**src/rtl/roberto_rx_comando.sv**
```systemverilog
// Spilling host-link receiver: UART 8N1 deserialiser feeding a "#<op>\n" command parser
// that produces single-cycle jogar/parar/zera strobes for roberto_uc.
module roberto_rx_comando #(
    parameter int unsigned CLKS_PER_BIT = 434,
    parameter int unsigned CNT_W        = 9
) (
    input  logic       clock,
    input  logic       reset,
    input  logic       entrada_serial,
    output logic [7:0] dado_recebido,
    output logic       pronto_rx,
    output logic       erro_framing,
    output logic       cmd_jogar,
    output logic       cmd_parar,
    output logic       cmd_zera,
    output logic       erro_comando,
    output logic [2:0] db_estado_rx,
    output logic [1:0] db_estado_cmd
);

    localparam int unsigned HALF_BIT = CLKS_PER_BIT / 2;
    localparam logic [7:0]  CH_HASH  = 8'h23;
    localparam logic [7:0]  CH_LF    = 8'h0A;
    localparam logic [7:0]  CH_J     = 8'h4A;
    localparam logic [7:0]  CH_P     = 8'h50;
    localparam logic [7:0]  CH_Z     = 8'h5A;

    typedef enum logic [2:0] {
        OCIOSO      = 3'd0,
        INICIO      = 3'd1,
        DADOS       = 3'd2,
        PARADA      = 3'd3,
        PRONTO      = 3'd4,
        ESPERA_ALTO = 3'd5
    } rx_state_t;

    typedef enum logic [1:0] {
        ESPERA_INI = 2'd0,
        ESPERA_OP  = 2'd1,
        ESPERA_FIM = 2'd2
    } cmd_state_t;

    logic [1:0]       sync_q;
    logic             rx_s;

    rx_state_t        rx_q, rx_d;
    logic [CNT_W-1:0] cnt_q, cnt_d;
    logic [2:0]       nbit_q, nbit_d;
    logic [7:0]       shift_q, shift_d;
    logic [7:0]       dado_q, dado_d;
    logic             pronto_q, pronto_d;
    logic             ferr_q, ferr_d;

    cmd_state_t       cs_q, cs_d;
    logic [7:0]       op_q, op_d;
    logic             jog_q, jog_d;
    logic             par_q, par_d;
    logic             zera_q, zera_d;
    logic             ecmd_q, ecmd_d;

    // Two-flop synchroniser; idles high so reset does not look like a start bit
    always_ff @(posedge clock or negedge reset) begin
        if (!reset) sync_q <= 2'b11;
        else        sync_q <= {sync_q[0], entrada_serial};
    end

    assign rx_s = sync_q[1];

    always_ff @(posedge clock or negedge reset) begin
        if (!reset) begin
            rx_q     <= OCIOSO;
            cnt_q    <= '0;
            nbit_q   <= '0;
            shift_q  <= '0;
            dado_q   <= '0;
            pronto_q <= 1'b0;
            ferr_q   <= 1'b0;
        end else begin
            rx_q     <= rx_d;
            cnt_q    <= cnt_d;
            nbit_q   <= nbit_d;
            shift_q  <= shift_d;
            dado_q   <= dado_d;
            pronto_q <= pronto_d;
            ferr_q   <= ferr_d;
        end
    end

    // Bit timing: start bit checked at mid-bit, then each later sample one full bit apart
    always_comb begin
        rx_d     = rx_q;
        cnt_d    = cnt_q;
        nbit_d   = nbit_q;
        shift_d  = shift_q;
        dado_d   = dado_q;
        pronto_d = 1'b0;
        ferr_d   = 1'b0;
        case (rx_q)
            OCIOSO: begin
                cnt_d  = '0;
                nbit_d = '0;
                if (!rx_s) rx_d = INICIO;
            end
            INICIO: begin
                if (cnt_q == CNT_W'(HALF_BIT - 1)) begin
                    cnt_d = '0;
                    rx_d  = rx_s ? OCIOSO : DADOS;
                end else begin
                    cnt_d = cnt_q + CNT_W'(1);
                end
            end
            DADOS: begin
                if (cnt_q == CNT_W'(CLKS_PER_BIT - 1)) begin
                    cnt_d   = '0;
                    shift_d = {rx_s, shift_q[7:1]};
                    nbit_d  = nbit_q + 3'd1;
                    if (nbit_q == 3'd7) rx_d = PARADA;
                end else begin
                    cnt_d = cnt_q + CNT_W'(1);
                end
            end
            PARADA: begin
                if (cnt_q == CNT_W'(CLKS_PER_BIT - 1)) begin
                    cnt_d = '0;
                    if (rx_s) begin
                        rx_d     = PRONTO;
                        pronto_d = 1'b1;
                        dado_d   = shift_q;
                    end else begin
                        rx_d   = ESPERA_ALTO;
                        ferr_d = 1'b1;
                    end
                end else begin
                    cnt_d = cnt_q + CNT_W'(1);
                end
            end
            PRONTO: begin
                rx_d = OCIOSO;
            end
            ESPERA_ALTO: begin
                if (rx_s) rx_d = OCIOSO;
            end
            default: begin
                rx_d = OCIOSO;
            end
        endcase
    end

    always_ff @(posedge clock or negedge reset) begin
        if (!reset) begin
            cs_q   <= ESPERA_INI;
            op_q   <= '0;
            jog_q  <= 1'b0;
            par_q  <= 1'b0;
            zera_q <= 1'b0;
            ecmd_q <= 1'b0;
        end else begin
            cs_q   <= cs_d;
            op_q   <= op_d;
            jog_q  <= jog_d;
            par_q  <= par_d;
            zera_q <= zera_d;
            ecmd_q <= ecmd_d;
        end
    end

    // Frame parser; a framing error drops any partial frame without reporting it
    always_comb begin
        cs_d   = cs_q;
        op_d   = op_q;
        jog_d  = 1'b0;
        par_d  = 1'b0;
        zera_d = 1'b0;
        ecmd_d = 1'b0;
        case (cs_q)
            ESPERA_INI: begin
                if (pronto_q && dado_q == CH_HASH) cs_d = ESPERA_OP;
            end
            ESPERA_OP: begin
                if (ferr_q) begin
                    cs_d = ESPERA_INI;
                end else if (pronto_q) begin
                    op_d = dado_q;
                    cs_d = ESPERA_FIM;
                end
            end
            ESPERA_FIM: begin
                if (ferr_q) begin
                    cs_d = ESPERA_INI;
                end else if (pronto_q) begin
                    if (dado_q == CH_LF) begin
                        cs_d = ESPERA_INI;
                        case (op_q)
                            CH_J:    jog_d  = 1'b1;
                            CH_P:    par_d  = 1'b1;
                            CH_Z:    zera_d = 1'b1;
                            default: ecmd_d = 1'b1;
                        endcase
                    end else begin
                        ecmd_d = 1'b1;
                        cs_d   = (dado_q == CH_HASH) ? ESPERA_OP : ESPERA_INI;
                    end
                end
            end
            default: begin
                cs_d = ESPERA_INI;
            end
        endcase
    end

    assign dado_recebido = dado_q;
    assign pronto_rx     = pronto_q;
    assign erro_framing  = ferr_q;
    assign cmd_jogar     = jog_q;
    assign cmd_parar     = par_q;
    assign cmd_zera      = zera_q;
    assign erro_comando  = ecmd_q;
    assign db_estado_rx  = rx_q;
    assign db_estado_cmd = cs_q;

endmodule

```
**config.mk**
```make
export PLATFORM = sky130hd
export DESIGN_NAME = roberto_rx_comando
export DESIGN_NICKNAME = d
export VERILOG_FILES = /design/src/rtl/roberto_rx_comando.sv
export SDC_FILE = /design/constraint.sdc
export NUM_CORES = 1
export LEC_CHECK = 0
export ABC_AREA = 1
export CELL_PAD_IN_SITES_DETAIL_PLACEMENT = 1
export CELL_PAD_IN_SITES_GLOBAL_PLACEMENT = 1
export CORE_UTILIZATION = 25
export DETAILED_ROUTE_END_ITERATION = 12
export PLACE_DENSITY_LB_ADDON = 0.1
export SYNTH_ARGS = -nofsm -noshare
export SYNTH_HDL_FRONTEND = slang
export SYNTH_SLANG_ARGS = --single-unit
```
**constraint.sdc**
```tcl
create_clock -name clock -period 1.8 [get_ports clock]
set_clock_uncertainty 0.05 [all_clocks]
set_input_delay 0.27 -clock clock [delete_from_list [all_inputs] [get_ports clock]]
set_output_delay 0.27 -clock clock [all_outputs]
set_load 0.01 [all_outputs]
```
==> flow_summary.yaml <==
status:
  status: "finished, final reports clean"
floorplan:
  coreArea_sq_um: 9328
  start_util_pct: 26.14
  die_x_um: 100.8
  rows: 35
  ioPinCount: 22
  die_h_um: 100.8
  dieArea_sq_um: 10150
yosys:
  syn_area_sq_um: 2439
  async_flop_share_pct: 100.0
  synthCells: 262
  synth_seq_cells: 49
  synthFlopType: "dfrtp_1"
  synth_top_cell_area_share_pct: 48.23
  yosysWarnings: 0
  synth_area_leaders: "dfrtp_1 48%, nand2_1 9.2%, o21ai_2 5.7%"
  yosys.cell_count.top_type: "nand2_1"
  yosysTopAreaCell: "dfrtp_1"
  yosysUniqueCellTypes: 34
  postSynthAreaPerCell_sq_um: 9.308
  synth_fp_nets: 270
  synth_commonest_cells: "60 x nand2_1, 47 x dfrtp_1, 30 x inv_1"
  synth_edf_count: 0
  ys_seq_area_share_pct: 50.38
cts:
  clock-sinks: 49
  h-tree-depth: 2
  clk_path_buf_depth: 2
  clock_latency_ns: 0.31
  cts.clk_slew.worst_paths_ns: 0.10
  cts_tree: "built"
  cts_root_buffer: "clkbuf_8"
  cts_buffers: 5
setup_path:
  reg2reg_slack_ns: 0.21
  crit_path_cell_trace: "buf_6, clkdlybuf4s50_1"
  critPathTopFamily: "buffers and inverters"
  cp_data_arrival_time_ns: 1.37
  crit_path_start_kind: "flop"
  path_buf_inv: 2
  cp-startpoint: "db_estado_rx[2]"
  timing.rr.end: "nbit_q[1]"
  required_ns: 1.48
  cp-end-kind: "output pin"
  crit_slowest_cell: "clkdlybuf4s50_1"
  r2r-start: "cnt_q[1]"
  reg2regPathDepth: 9
  max_stage_delay_ns: 0.54
  critPathMaxFanout: 9
  critPathKind: "reg2out"
final_layout:
  final_util_pct: 31.78
  final-seq-area_sq_um: 1230
  antenna_cells: 0
  multi_input_area_sq_um: 1021
  fill_cells: 1074
  fin_area_sq_um: 2964
  drive_above_1_share_pct: 19.80
  final_nets: 300
  syn_to_final_growth_pct: 21.55
power_and_ir_drop:
  peakVddDrop_mv: 0.2523
  power_uw: 1949
  power_density_nw_per_um2: 657.5
  leakagePower_uw: 0.001335
sta:
  rsz0062_at_grt: "no"
  period_share_pct: 93.79
  final.setup.tns_ns: 0
  slew_headroom_pct: 66.39
  slew_violations: 0
  tightest_slew_ns: 0.5042
  final.min_clock_period_ns: 1.688
  setup_viol: 0
  whs_ns: 0.3072
  fmaxAchievable_ghz: 0.5923
  hold_viol_final: 0
drt:
  first_pass_iters: 4
  drt_iter0_markers: 64
  vias_per_cell: 4.265
  drt_wl_total_um: 5337
  drc: 0
  vias: 1800
  wire_per_inst_um: 12.65
  ant_nets: 0
min_path:
  hp-class: "in2reg"
  holdPathEnd: "sync_q[0]"
  hold_start: "entrada_serial"
  holdPathStages: 1
place:
  dpl-instance-area_sq_um: 2808
  io_buffer_count: 21
  gp_congestion: 0.7059
  dp_hpwl_um: 4065
global_routing:
  grt_pass1_vias: 1767
  grt_pass1_wl_um: 9204
  antenna_found_initial: 0
  track_usage_pct: 11.89
  grt_max_degree: 32
  grt_overflow: 0
job:
  maxCapViolCount: 0
==> what timing repair did <==
| item | 4_1_cts | 5_1_grt |
|---|---|---|
| cloned | 0 | 0 |
| setup buffers | 0 | 2 |
| gates resized for setup | 1 | 2 |
| pin swaps | 0 | 0 |
| hold endpoints to repair | 16 | 0 |
| hold buffers | 1 | 0 |
| setup endpoints to repair | 1 | 10 |
==> layout by cell type (no fill, tap or decap), types with 5 or more instances in the layout <==
cell             synthesis  layout
clkbuf_8                 0       5
clkdlybuf4s50_1          0      20
dfrtp_1                 47      46
ha_1                     5       5
inv_1                   30      30
nand2_1                 60      59
nand2_2                  7       8
nand3_1                 18      18
nand4_1                 11      11
nor2_1                  18      18
nor3_1                   5       5
o21ai_0                  7       7
o21ai_2                 16      16
==> through the flow <==
step / instances / setup WS (ns)
after CTS: 420 / 0.02555
after global placement: 411 / 0.1967
after detailed placement: 411 / 0.1433
final: 422 / 0.1118
after floorplan: 262 / 0.3445
after global routing: 422 / 0.02076
==> state kept, by name, summed over array words and instances (netlist names) <==
name	count
cmd_jogar	1
cmd_parar	1
cmd_zera	1
cnt_q	9
dado_recebido	8
db_estado_cmd	2
db_estado_rx	3
erro_comando	1
erro_framing	1
nbit_q	3
op_q	8
pronto_rx	1
shift_q	8
sync_q	2
==> layer usage <==
layer | global-route usage (%) | vias up | routed length (um)
met3 | 2.497 | 5 | 118
met5 | 0 | - | 0
li1 | - | 913 | -
met4 | 3.679 | 0 | 81
met1 | 17.06 | 867 | 2726
met2 | 17.86 | 15 | 2411
==> area by class of cell <==
type / instances / area share (%)
Clock buffer: 6 / 2.448
Inverter: 34 / 4.432
Timing Repair Buffer: 29 / 10.43
Tap cell: 129 / 5.445
Sequential cell: 49 / 41.49
Clock inverter: 2 / 1.309
Multi-Input combinational cell: 173 / 34.44
==> worst register-to-register path: cells and delay by family, from the launching register on <==
family	cells	cell delay, ns
fa+ha+maj	1	0.22
buf+inv	2	0.27
simple gates	6	0.60
flops	1	0.41
==> where the power goes <==
| part | switching, uW | internal (uW) |
|---|---|---|
| Combinational | 25.3 | 9.34 |
| Clock | 390 | 418 |
| Sequential | 2.37 | 1100 |
| Total | 418 | 1530 |
==> worst max-delay path by stage <==
stage / cells after the start / end / slack (ns)
after CTS: 2 / db_estado_rx[2] / 0.03
final: 2 / db_estado_rx[2] / 0.11
after floorplan: 8 / dado_recebido[6] / 0.34
after detailed placement: 9 / cnt_q[1] / 0.14
after global routing: 1 / db_estado_rx[0] / 0.02
after global placement: 7 / dado_recebido[7] / 0.20
==> cell families (layout without fill, tap and decap cells) <==
| logic type | after synthesis | in the layout | synth area share, % |
|---|---|---|---|
| and+or+nand+nor | 130 | 130 | 27.09 |
| AOI/OAI and AO/OA | 32 | 32 | 9.748 |
| DFF | 49 | 49 | 50.38 |
| muxes | 2 | 2 | 0.9235 |
| buffers and inverters | 40 | 71 | 7.850 |
| xor gates and xnor gates | 4 | 4 | 1.437 |
| adders and majority gates | 5 | 5 | 2.565 |
(Power assumes the default switching activity.)
